## config.mk

```make
export PLATFORM = sky130hd
export DESIGN_NAME = pipe_skid_reg
export DESIGN_NICKNAME = d
export VERILOG_FILES = /design/src/rtl/pipe_skid_reg_pkg.sv /design/src/rtl/pipe_skid_reg_nbit_reg.sv /design/src/rtl/pipe_skid_reg.sv
export SDC_FILE = /design/constraint.sdc
export NUM_CORES = 1
export LEC_CHECK = 0
export CORE_MARGIN = 5
export CORE_UTILIZATION = 40
export DETAILED_ROUTE_END_ITERATION = 7
export GPL_TIMING_DRIVEN = 0
export PLACE_DENSITY = 0.76
export SETUP_SLACK_MARGIN = 0.3
export SYNTH_ARGS = -nofsm -noshare
export SYNTH_HDL_FRONTEND = slang
export SYNTH_HIERARCHICAL = 1
export SYNTH_SLANG_ARGS = --single-unit
```

## constraint.sdc

```tcl
create_clock -name clk -period 4.1 [get_ports clk]
set_input_delay 0.82 -clock clk [delete_from_list [all_inputs] [get_ports clk]]
set_output_delay 0.82 -clock clk [all_outputs]
set_load 0.05 [all_outputs]
```

## src/rtl/pipe_skid_reg_pkg.sv

```systemverilog
// pipe_skid_reg_pkg: shared processor definitions for the skid-buffered pipeline register
package pipe_skid_reg_pkg;
    localparam int XLEN = 32;
    typedef enum logic [1:0] {
        EMPTY = 2'b00,
        FULL  = 2'b01,
        SKID  = 2'b10
    } skid_state_e;
endpackage

```

## src/rtl/pipe_skid_reg_nbit_reg.sv

```systemverilog
// nbit_reg: WIDTH-bit register with load enable and synchronous active-high reset
module nbit_reg #(
    parameter int WIDTH = 32
) (
    input  logic             clk,
    input  logic             rst,
    input  logic             ld,
    input  logic [WIDTH-1:0] d,
    output logic [WIDTH-1:0] q
);
    always_ff @(posedge clk) begin
        if (rst) q <= '0;
        else if (ld) q <= d;
    end
endmodule

```

## src/rtl/pipe_skid_reg.sv

```systemverilog
// pipe_skid_reg: two-entry skid pipeline register with flush; every output comes straight from a flop
module pipe_skid_reg
    import pipe_skid_reg_pkg::*;
#(
    parameter int WIDTH = XLEN
) (
    input  logic             clk,
    input  logic             rst,
    input  logic             flush,
    input  logic             in_valid,
    output logic             in_ready,
    input  logic [WIDTH-1:0] in_data,
    output logic             out_valid,
    input  logic             out_ready,
    output logic [WIDTH-1:0] out_data,
    output logic [1:0]       occupancy
);
    skid_state_e      state_q, state_d;
    logic             in_ready_q, out_valid_q;
    logic [1:0]       occ_q;
    logic             in_xfer, out_xfer, main_ld, skid_ld;
    logic [WIDTH-1:0] main_q, skid_q, main_d;

    assign in_xfer  = in_valid & in_ready_q;
    assign out_xfer = out_valid_q & out_ready;
    assign main_d   = (state_q == SKID) ? skid_q : in_data;

    always_comb begin
        state_d = state_q;
        main_ld = 1'b0;
        skid_ld = 1'b0;
        case (state_q)
            EMPTY: begin
                state_d = in_xfer ? FULL : EMPTY;
                main_ld = in_xfer;
            end
            FULL: begin
                state_d = in_xfer ? (out_xfer ? FULL : SKID) : (out_xfer ? EMPTY : FULL);
                main_ld = in_xfer & out_xfer;
                skid_ld = in_xfer & ~out_xfer;
            end
            SKID: begin
                state_d = out_xfer ? FULL : SKID;
                main_ld = out_xfer;
            end
            default: state_d = EMPTY;
        endcase
        // Squash wins over every handshake move, including a same-cycle input transfer.
        if (flush) begin
            state_d = EMPTY;
            main_ld = 1'b0;
            skid_ld = 1'b0;
        end
    end

    always_ff @(posedge clk) begin
        if (rst) begin
            state_q     <= EMPTY;
            in_ready_q  <= 1'b1;
            out_valid_q <= 1'b0;
            occ_q       <= 2'd0;
        end else begin
            state_q     <= state_d;
            in_ready_q  <= state_d != SKID;
            out_valid_q <= state_d != EMPTY;
            occ_q       <= (state_d == SKID) ? 2'd2 : (state_d == FULL) ? 2'd1 : 2'd0;
        end
    end

    nbit_reg #(.WIDTH(WIDTH)) u_main (
        .clk(clk), .rst(rst), .ld(main_ld), .d(main_d), .q(main_q)
    );

    nbit_reg #(.WIDTH(WIDTH)) u_skid (
        .clk(clk), .rst(rst), .ld(skid_ld), .d(in_data), .q(skid_q)
    );

    assign in_ready  = in_ready_q;
    assign out_valid = out_valid_q;
    assign out_data  = main_q;
    assign occupancy = occ_q;
endmodule

```

==> results of run 1 <==
[tightest hold or removal path, cell delays in order (launching register included)]
cell,delay (ns)
dfxtp_1,0.33
mux2i_1,0.06
nor2_1,0.07
[area by class of cell]
class                           instances  share of cell area (%)
Multi-Input combinational cell        246                    34.7
Tap cell                               99                    3.02
Inverter                                1                  0.0916
Sequential cell                        70                    34.2
Clock buffer                            9                    3.02
Timing Repair Buffer                   72                    17.6
Clock inverter                          7                    2.38
Buffer                                 21                    4.95
[power by group]
part	internal [mW]	leakage, nW	switching (mW)
logic	0.107	0.973	0.133
registers	0.701	0.569	0.0112
clock network	0.344	0.106	0.268
total	1.15	1.65	0.412
[cells in the mapped netlist (2+ instances only)]
cell type	count
buf_12	6
nand2_1	97
buf_6	3
mux2i_1	64
clkbuf_1	8
buf_2	3
dfxtp_1	70
nor2_1	67
ha_1	2
and2_1	2
[worst max-delay path by stage]
stage                  from           end  slack [ns]  cells past startpoint
5_1_grt        u_main/q[29]  out_data[29]        1.71                      1
3_5_place_dp      out_ready   u_main/q[7]        1.45                     10
4_1_cts         u_main/q[5]   out_data[5]        1.75                      1
2_1_floorplan     out_ready   u_main/q[0]        2.01                      9
3_3_place_gp      out_ready  u_main/q[14]        1.51                     10
6_report       u_main/q[29]  out_data[29]        1.78                      1
[metal layers]
layer / GRT usage, % / vias up
li1: - / 1260
met5: 0 / -
met1: 18.2 / 1087
met3: 4.32 / 8
met4: 5.51 / 0
met2: 23.3 / 63
[flip-flops by register name (all words and copies together), names as in the netlist]
signal / flops
in_ready: 1
u_skid/q: 32
state_q: 2
u_main/q: 32
out_valid: 1
occupancy: 2
[placed cells by master (no fill, tap or decap), drive strengths merged]
cell type,count
mux2i,64
nor3,1
and2b,1
and4bb,1
clkbuf,17
nand2b,1
and2,2
clkinv,2
o311a,1
a22o,1
nor2,67
bufinv,2
nor4,1
clkdlybuf4s50,72
and3,1
o21ai,1
dfxtp,70
clkinvlp,2
nor2b,1
buf,13
ha,2
nand3,1
and3b,1
inv,2
nand2,97
a221oi,2
[logic make-up after synthesis]
family                   count (synthesis)
flip-flops                              70
AO/OA/AOI/OAI                            5
multiplexers                            64
buffers and inverters                   22
adder cells (fa/ha/maj)                  2
AND/OR/NAND/NOR                        175
==> key figures, run 1 <==
Detailed routing
  – Via Count: 2,418
  – Average vias per placed instance: 4.61
  – Final wirelength: 6610 um
  – Antenna-violating nets left: 0
  – Met1 wire length: 3040 um
  – 1st-iter DRT viols: 87
  – Met3 WL: 331 um
  – DR pass1 iterations: 4
  – Routed WL per cell: 12.6 um
  – DR DRC count: 0
  – Met2 Routed Length: 3180 um
  – Max Used Layer: met4

Place
  – RD Place Congestion: 0.726
  – Post-Place Worst Slack: 1.45 ns
  – Placed Cells incl. Taps: 509
  – Placement Cell Area: 0.00387 mm^2
  – Buffers on Ports: 72
  – Detailed placer's ending HPWL: 4690 um

Worst hold path
  – Hold Crit Endpoint: u_main/q[17]
  – HP Start: u_main/q[17]
  – Hold path cells: 2
  – Hold/Removal Path Class: flip-flop to flip-flop

Finish
  – Multi-input combinational cell area: 0.00142 mm^2
  – Nets: 460
  – FF+latch area: 0.00140 mm^2
  – Finished Cell Area: 0.00410 mm^2
  – Fill count: 635
  – Share of cells above drive strength 1: 7.28%
  – Fin cells: 525
  – Layout overhead on the synthesized area: 35.2%
  – Layout Utilization: 55.9%
  – Ant. Diodes: 0

Timing
  – Slew margin rel.: 65.1%
  – Fin worst setup slack: 1.78 ns
  – Pins Over Slew Limit: 0
  – Skew final: 0.0116 ns
  – # setup viols final: 0
  – Period utilisation layout: 56.7%
  – Min Tclk post-route: 2.32 ns
  – Hold Slack: 0.495 ns
  – F_max: 431 MHz
  – RSZ-0062 raised after global routing: false
  – Worst slew pin tran: 0.523 ns
  – Final hold vios: 0
  – Setup TNS: 0 ns

Synthesis
  – Async SR Flop Fraction: 0%
  – Synth Area in XOR/XNOR: 0%
  – Cell Area, Synth: 0.00303 mm^2
  – Synthesized net count: 377
  – Yosys warns: 6
  – FF+latch count, synth: 70
  – Distinct cell type count after synthesis: 26
  – Post-Synth Adder-Cell Area: 0.826%
  – Cells after Synth: 338
  – Top cells by area, synth: dfxtp_1, mux2i_1, nand2_1
  – Seq/Total Area, Yosys: 46.2%
  – Post-synth EDFFs: 0
  – Synth Flop Type: dfxtp_1
  – Synth top area share: 46.2%
  – Largest family of logic cells by synthesized area: simple AND/OR/NAND/NOR gates
  – Simple logic cell fraction of the synthesized area: 23.0%
  – Post-synthesis mux area share: 21.1%
  – Post-synthesis compound-gate area fraction: 1.94%
  – Yosys top cell by area: dfxtp_1
  – Syn avg cell area: 8.97 um^2

Global route
  – Total track usage: 14.5%
  – Pin count of the biggest net entering global routing: 14
  – First-pass GRT wire length: 11,300 um
  – Antenna violations before repair: 0
  – Vias in the first global route: 2,391
  – Grt total ovfl: 0

Pwr
  – Leakage: 1.65 nW
  – Pwr Density: 382 mW/mm^2
  – Max VDD drop: 0.216 mV
  – Total power: 1.57 mW

Floorplan
  – Core Rows: 31
  – Die Wd: 97.0 um
  – # IOs: 73
  – Die height: 97.0 um
  – Die ar.: 0.00942 mm^2
  – Placeable core area: 0.00733 mm^2
  – Initial Util: 41.3%

Clock network
  – Post-CTS sizing: 0
  – Clk sink count: 70
  – Worst-Skew Late Latency: 0.34 ns
  – CTS tree: built
  – Post-CTS Setup Bufs: 0
  – Inserted Clock Buffers: 9
  – Clk pin slew, worst setup/hold paths: 0.08 ns
  – Longest Clk Path Bufs: 2
  – # hold bufs at CTS: 0
  – H-tree levels: 3
  – CTS Root Cell: clkbuf_8

Setup path
  – FF-to-FF path depth: 9
  – Reg-to-reg startpoint: out_valid
  – Slowest CP cell: clkdlybuf4s50_1
  – CP Launch Type: flip-flop
  – Max FO, Critical Path: 2
  – Worst path cell trace: clkdlybuf4s50_1
  – Critical path class: flip-flop to output pin
  – Nature of the critical path endpoint: output pin
  – Crit path max-delay family: buffers and inverters
  – Critical Path AT: 1.50 ns
  – CP max stage delay: 0.83 ns
  – CP Data Required Time: 3.28 ns
  – R2R setup slack: 2.36 ns
  – Buf+Inv Stages, Crit Path: 1
  – Worst flop-to-flop path endpoint: u_main/q[7]

Flow run
  – Max cap viols: 0

Status
  – Status: complete, no violations
No activity file was read; power rests on OpenSTA's default activity.
==> run 2, diff against run 1 <==
==> constraint.sdc (replaced) <==
create_clock -name clk -period 2.2 [get_ports clk]
set_input_delay 0.44 -clock clk [delete_from_list [all_inputs] [get_ports clk]]
set_output_delay 0.44 -clock clk [all_outputs]
set_load 0.05 [all_outputs]
==> run 2 against run 1 <==
Effect of this change: sequential power increased by 87%; sequential share of layout area rose by 0.23 points; via count is 0.17% lower; cell area shrank 0.67%; combinational power grew 79%; clock power is 86% higher; flip-flop and latch count unchanged; hold slack lost 0.0051 ns; global-route usage unchanged; power up 85%; critical endpoint is now u_main/q[7]; largest cell class unchanged.
==> key figures, run 2 (same netlist as run 1, synthesis figures left out) <==
Finish
  – Commonest non-fill, non-tap cell in the layout: nand2_1 (unchanged)
  – Commonest non-fill, non-tap cells in the layout: nand2_1, dfxtp_1, nor2_1 (was nand2_1, clkdlybuf4s50_1, dfxtp_1)
  – Top Registers: u_main/q x32, u_skid/q x32 (unchanged)
  – Layout overhead on the synthesized area: 34.3% (was 35.2%)
  – Fin cells: 525 (unchanged)
  – Layout Utilization: 55.5% (was 55.9%)
  – Nets: 460 (unchanged)
  – Ant. Diodes: 0 (unchanged)
  – Share of cells above drive strength 1: 8.69% (was 7.28%)

Pwr
  – Max VDD drop: 0.402 mV (was 0.216 mV)
  – Leakage: 1.80 nW (was 1.65 nW)
  – Pwr Density: 712 mW/mm^2 (was 382 mW/mm^2)

Setup path
  – CP most frequent cell: nor2_1
  – CP max stage delay: 0.42 ns (was 0.83 ns)
  – Worst path cell trace: clkdlybuf4s50_1 -> nand2_2 -> inv_2 -> ha_1 -> a221oi_2 -> nor2_1 -> buf_6 -> buf_12 -> mux2i_1 -> nor2_1 (was clkdlybuf4s50_1)
  – Max FO, Critical Path: 10 (was 2)
  – Nature of the critical path endpoint: flip-flop (was output pin)
  – Crit path max-delay family: buffers and inverters (unchanged)
  – Critical path class: primary input to flip-flop (was flip-flop to output pin)
  – Buf+Inv Stages, Crit Path: 4 (was 1)
  – CP Launch Type: primary input (was flip-flop)
  – CP Data Required Time: 2.40 ns (was 3.28 ns)
  – Slowest CP cell: clkdlybuf4s50_1 (unchanged)
  – Critical Path AT: 2.06 ns (was 1.50 ns)

Status
  – Status: complete, no violations (unchanged)

Clock network
  – Worst-Skew Late Latency: 0.34 ns (about the same)
  – Clk sink count: 70 (unchanged)
  – Longest Clk Path Bufs: 2 (unchanged)
  – Post-CTS Setup Bufs: 0 (unchanged)
  – H-tree levels: 3 (unchanged)
  – # hold bufs at CTS: 0 (unchanged)
  – CTS Root Cell: clkbuf_8 (unchanged)
  – Clk pin slew, worst setup/hold paths: 0.07 ns (was 0.08 ns)
  – Post-CTS sizing: 37 (was 0)
  – CTS tree: built (unchanged)
  – Inserted Clock Buffers: 9 (unchanged)

Floorplan
  – Die ar.: 0.00942 mm^2 (unchanged)
  – Die Wd: 97.0 um (unchanged)
  – Initial Util: 41.3% (unchanged)
  – Core Rows: 31 (unchanged)
  – # IOs: 73 (unchanged)
  – Placeable core area: 0.00733 mm^2 (unchanged)
  – Die height: 97.0 um (unchanged)

Global route
  – Total track usage: 14.5% (unchanged)
  – GR Util met2: 23.3% (unchanged)
  – Pin count of the biggest net entering global routing: 14 (unchanged)
  – Vias in the first global route: 2,391 (unchanged)
  – Met1 Use GR: 18.2% (unchanged)
  – Antenna violations before repair: 0 (unchanged)
  – First-pass GRT wire length: 11,300 um (unchanged)
  – GRT Max-Usage Layer: met2 (unchanged)
  – Met3 Track Usage GR: 4.32% (unchanged)
  – Grt total ovfl: 0 (unchanged)

Timing
  – Pins Over Slew Limit: 0 (unchanged)
  – Period utilisation layout: 84.6%
  – RSZ-0062 raised after global routing: false (unchanged)
  – Final hold vios: 0 (unchanged)
  – Min Tclk post-route: 1.86 ns
  – Worst slew pin tran: 0.513 ns (was 0.523 ns)
  – Skew final: 0.0113 ns (was 0.0116 ns)
  – F_max: 537 MHz
  – # setup viols final: 0 (unchanged)
  – Slew margin rel.: 65.8% (was 65.1%)

Place
  – RD Place Congestion: 0.726 (unchanged)
  – Buffers on Ports: 72 (unchanged)
  – Placed Cells incl. Taps: 509 (unchanged)
  – Detailed placer's ending HPWL: 4690 um (unchanged)

Flow run
  – Max cap viols: 0 (unchanged)

Detailed routing
  – DR pass1 iterations: 4 (unchanged)
  – Routed WL per cell: 12.6 um (about the same)
  – Antenna-violating nets left: 0 (unchanged)
  – 1st-iter DRT viols: 75 (was 87)
  – DR DRC count: 0 (unchanged)
  – Via Count: 2,414 (was 2,418)
  – Final wirelength: 6620 um (was 6610 um)
  – Average vias per placed instance: 4.60 (was 4.61)

Worst hold path
  – Hold/Removal Path Class: flip-flop to flip-flop (unchanged)
## run 2: changes by cell type in the layout (fill, tap and decap cells not counted), sizes merged
cell           change
clkdlybuf4s50     -36
dlygate4sd2       +36
## run 2: layout make-up
cell class,instances,area [um^2]
Clock inverter,7,97.6
Tap cell,99,124
Multi-Input combinational cell,246,1440
Inverter,1,3.75
Clock buffer,9,124
Buffer,21,203
Timing Repair Buffer,72,676
Fill cell,650,3260
Sequential cell,70,1400
## run 2: final timing paths
path | depth (start not counted) | start | slack [ns] | end
setup / recovery | 10 | out_ready | 0.34 | u_main/q[7]
hold / removal | 2 | u_main/q[17] | 0.49 | u_main/q[17]
setup reg to reg | 9 | out_valid | 0.54 | u_main/q[7]
hold reg to reg | 2 | u_main/q[17] | 0.49 | u_main/q[17]
## run 2: power by group
| group | leakage [nW] | internal (mW) | switching (mW) |
|---|---|---|---|
| Sequential | 0.569 | 1.31 | 0.0197 |
| Clock | 0.106 | 0.642 | 0.498 |
| Combinational | 1.12 | 0.179 | 0.250 |
| Total | 1.80 | 2.13 | 0.767 |
## run 2: worst reg2reg max path: stages, from the launching register on
cell      delay [ns]
dfxtp_1         0.33
nand2_2         0.10
inv_2           0.07
ha_1            0.21
a221oi_2        0.23
nor2_1          0.07
buf_6           0.15
buf_12          0.15
mux2i_1         0.17
nor2_1          0.06
## run 2: layer usage
layer | routed length (um) | part of all wire (%)
met5 | 0 | 0
met4 | 57 | 0.86
met3 | 326 | 4.9
met2 | 3180 | 48
met1 | 3060 | 46
## run 2: per-stage QoR
stage	worst slack (ns)	total power, mW	hold slack [ns]	setup TNS [ns]	cell area [um^2]
4_1_cts	0.310	2.94	0.499	0	4050
3_5_place_dp	-0.0729	1.81	0.483	-1.56	3870
6_report	0.338	2.90	0.490	0	4070
5_1_grt	0.276	3.03	0.517	0	4070
2_1_floorplan	0.326	1.63	0.460	0	3030
3_3_place_gp	-0.00812	1.80	0.471	-0.0990	3870
==> run 3, diff against run 2 <==
--- a/config.mk
+++ b/config.mk
@@ -9,7 +9,7 @@
 export CORE_UTILIZATION = 40
 export DETAILED_ROUTE_END_ITERATION = 7
 export GPL_TIMING_DRIVEN = 0
-export PLACE_DENSITY = 0.76
+export PLACE_DENSITY = 0.78
 export SETUP_SLACK_MARGIN = 0.3
 export SYNTH_ARGS = -nofsm -noshare
 export SYNTH_HDL_FRONTEND = slang
==> constraint.sdc (replaced) <==
create_clock -name clk -period 1.55 [get_ports clk]
set_input_delay 0.31 -clock clk [delete_from_list [all_inputs] [get_ports clk]]
set_output_delay 0.31 -clock clk [all_outputs]
set_load 0.05 [all_outputs]
==> run 3 against run 2 <==
Effect of this change: the run now ends with setup timing left; global-route usage is 1.5 points higher; critical endpoint is now u_main/q[22]; sequential share of layout area is 2.4 points lower; cell area is 8.4% higher; critical path depth is 1 lower; routed wire length is 14% higher.
==> key figures, run 3 (same netlist as run 1, synthesis figures left out) <==
Status
  – Status: finished, violations left (was complete, no violations)
  – Failing checks: setup timing

Clock network
  – Worst-Skew Late Latency: 0.34 ns (about the same)
  – Clk pin slew, worst setup/hold paths: 0.07 ns (about the same)
  – Longest Clk Path Bufs: 2 (unchanged)
  – CTS tree: built (unchanged)
  – CTS Root Cell: clkbuf_8 (unchanged)
  – Inserted Clock Buffers: 9 (unchanged)
  – Clk sink count: 70 (unchanged)
  – # hold bufs at CTS: 0 (unchanged)
  – H-tree levels: 3 (unchanged)

Timing
  – Final hold vios: 0 (unchanged)
  – # setup viols final: 62 (was 0)
  – Min Tclk post-route: 1.74 ns
  – Pins Over Slew Limit: 0 (unchanged)
  – Fin worst setup slack: -0.186 ns (was 0.338 ns)
  – Hold Slack: 0.496 ns (was 0.490 ns)
  – F_max: 576 MHz
  – RSZ-0062 raised after global routing: true (was false)
  – Worst slew pin tran: 0.567 ns (was 0.513 ns)
  – Skew final: 0.0116 ns (was 0.0113 ns)
  – Period utilisation layout: 112%
  – Slew margin rel.: 62.1% (was 65.8%)

Finish
  – Top Registers: u_main/q x32, u_skid/q x32 (unchanged)
  – Layout overhead on the synthesized area: 45.6% (was 34.3%)
  – Share of cells above drive strength 1: 23.3% (was 8.69%)
  – Fill count: 630 (was 650)
  – Commonest non-fill, non-tap cells in the layout: nand2_1, nor2_1, dfxtp_1 (was nand2_1, dfxtp_1, nor2_1)
  – Ant. Diodes: 0 (unchanged)
  – Layout Utilization: 60.2% (was 55.5%)
  – Commonest non-fill, non-tap cell in the layout: nand2_1 (unchanged)
  – Finished Cell Area: 0.00441 mm^2 (was 0.00407 mm^2)
  – Nets: 481 (was 460)

Setup path
  – Buf+Inv Stages, Crit Path: 4 (unchanged)
  – Max FO, Critical Path: 7 (was 10)
  – Nature of the critical path endpoint: flip-flop (unchanged)
  – Critical path class: flip-flop to flip-flop (was primary input to flip-flop)
  – CP Launch Type: flip-flop (was primary input)
  – Critical Path AT: 1.95 ns (was 2.06 ns)
  – CP most frequent cell: nor2_1 (unchanged)
  – CP max stage delay: 0.34 ns (was 0.42 ns)
  – Slowest CP cell: dfxtp_4 (was clkdlybuf4s50_1)
  – Worst path cell trace: buf_4 -> and4bb_2 -> a221oi_2 -> nor2_1 -> buf_6 -> buf_12 -> buf_16 -> mux2i_1 -> nor2_1 (was clkdlybuf4s50_1 -> nand2_2 -> inv_2 -> ha_1 -> a221oi_2 -> nor2_1 -> buf_6 -> buf_12 -> mux2i_1 -> nor2_1)
  – Crit path max-delay family: buffers and inverters (unchanged)
  – CP Data Required Time: 1.76 ns (was 2.40 ns)

Detailed routing
  – Routed WL per cell: 13.9 um (was 12.6 um)
  – Via Count: 2,577 (was 2,414)
  – DR DRC count: 0 (unchanged)
  – Antenna-violating nets left: 0 (unchanged)
  – 1st-iter DRT viols: 61 (was 75)
  – Average vias per placed instance: 4.72 (was 4.60)
  – DR pass1 iterations: 4 (unchanged)
  – Final wirelength: 7570 um (was 6620 um)

Floorplan
  – Placeable core area: 0.00733 mm^2 (unchanged)
  – Die ar.: 0.00942 mm^2 (unchanged)
  – Core Rows: 31 (unchanged)
  – Die Wd: 97.0 um (unchanged)
  – Die height: 97.0 um (unchanged)
  – # IOs: 73 (unchanged)
  – Initial Util: 41.3% (unchanged)

Global route
  – Pin count of the biggest net entering global routing: 14 (unchanged)
  – Antenna violations before repair: 0 (unchanged)
  – First-pass GRT wire length: 12,400 um (was 11,300 um)
  – Vias in the first global route: 2,689 (was 2,391)
  – Grt total ovfl: 0 (unchanged)
  – Total track usage: 16.0% (was 14.5%)

Worst hold path
  – Hold/Removal Path Class: flip-flop to flip-flop (unchanged)

Flow run
  – Max cap viols: 0 (unchanged)

Pwr
  – Leakage: 1.88 nW (was 1.80 nW)
  – Max VDD drop: 0.480 mV (was 0.402 mV)
  – Pwr Density: 879 mW/mm^2 (was 712 mW/mm^2)
  – Total power: 3.88 mW (was 2.90 mW)

Place
  – Detailed placer's ending HPWL: 4790 um (was 4690 um)
  – Placement Cell Area: 0.00390 mm^2 (was 0.00387 mm^2)
  – Buffers on Ports: 72 (unchanged)
  – RD Place Congestion: 0.741 (was 0.726)
[run 3: cell count changes in the layout (fill, tap and decap cells not counted), sizes merged, moves of 2 or more]
cell | before | now
buf | 13 | 65
bufinv | 2 | 0
clkbuf | 17 | 23
clkdlybuf4s50 | 36 | 34
clkinv | 2 | 4
dlygate4sd2 | 36 | 2
[run 3: path summary, 6_finish.rpt]
check	start	to	slack (ns)	cells past startpoint
min reg2reg	u_main/q[8]	u_main/q[8]	0.50	2
max reg2reg	in_ready	u_main/q[22]	-0.19	9
min	u_main/q[8]	u_main/q[8]	0.50	2
max	in_ready	u_main/q[22]	-0.19	9
[run 3: report_power, final]
part           switching (mW)  internal (mW)
registers              0.0333           1.85
logic                   0.390          0.342
clock network           0.683          0.575
total                    1.11           2.77
[run 3: through the flow]
stage	instances	worst slack (ns)	TNS (ns)
after floorplan	338	0.00478	0
after CTS	540	-0.138	-4.41
after global placement	509	-0.462	-27.86
after global routing	546	-0.274	-11.62
final	546	-0.186	-6.81
after detailed placement	509	-0.527	-30.77
[run 3: worst min-delay path: stages (launching register included)]
cell,delay [ns]
dfxtp_1,0.33
mux2i_1,0.06
nor2_1,0.07
[run 3: metal layers]
layer / share of wire (%) / wire length (um) / vias to the layer above / global-route usage [%]
li1: - / - / 1300 / -
met1: 44 / 3340 / 1194 / 18.4
met2: 49 / 3700 / 75 / 27.2
met3: 5.8 / 441 / 8 / 4.96
met4: 1.2 / 88 / 0 / 7.13
met5: 0 / 0 / - / 0
[run 3: timing repair]
action | in CTS | in global routing
gates cloned | 4 | 2
setup endpoints to repair | 106 | 79
pin swaps | 4 | 7
buffers inserted | 11 | 4
gates resized for setup | 228 | 19
endpoints found under the hold margin | 0 | 0
[run 3: cell type report]
class | count | area, um^2 | area share [%]
flip-flops and latches | 70 | 1410 | 32.0
multi-input cells | 246 | 1500 | 34.1
plain buffers | 21 | 203 | 4.59
clock buffers | 10 | 128 | 2.89
clock inverters | 6 | 38.8 | 0.879
well taps | 99 | 124 | 2.81
repair buffers | 93 | 996 | 22.6
inverters | 1 | 6.26 | 0.142
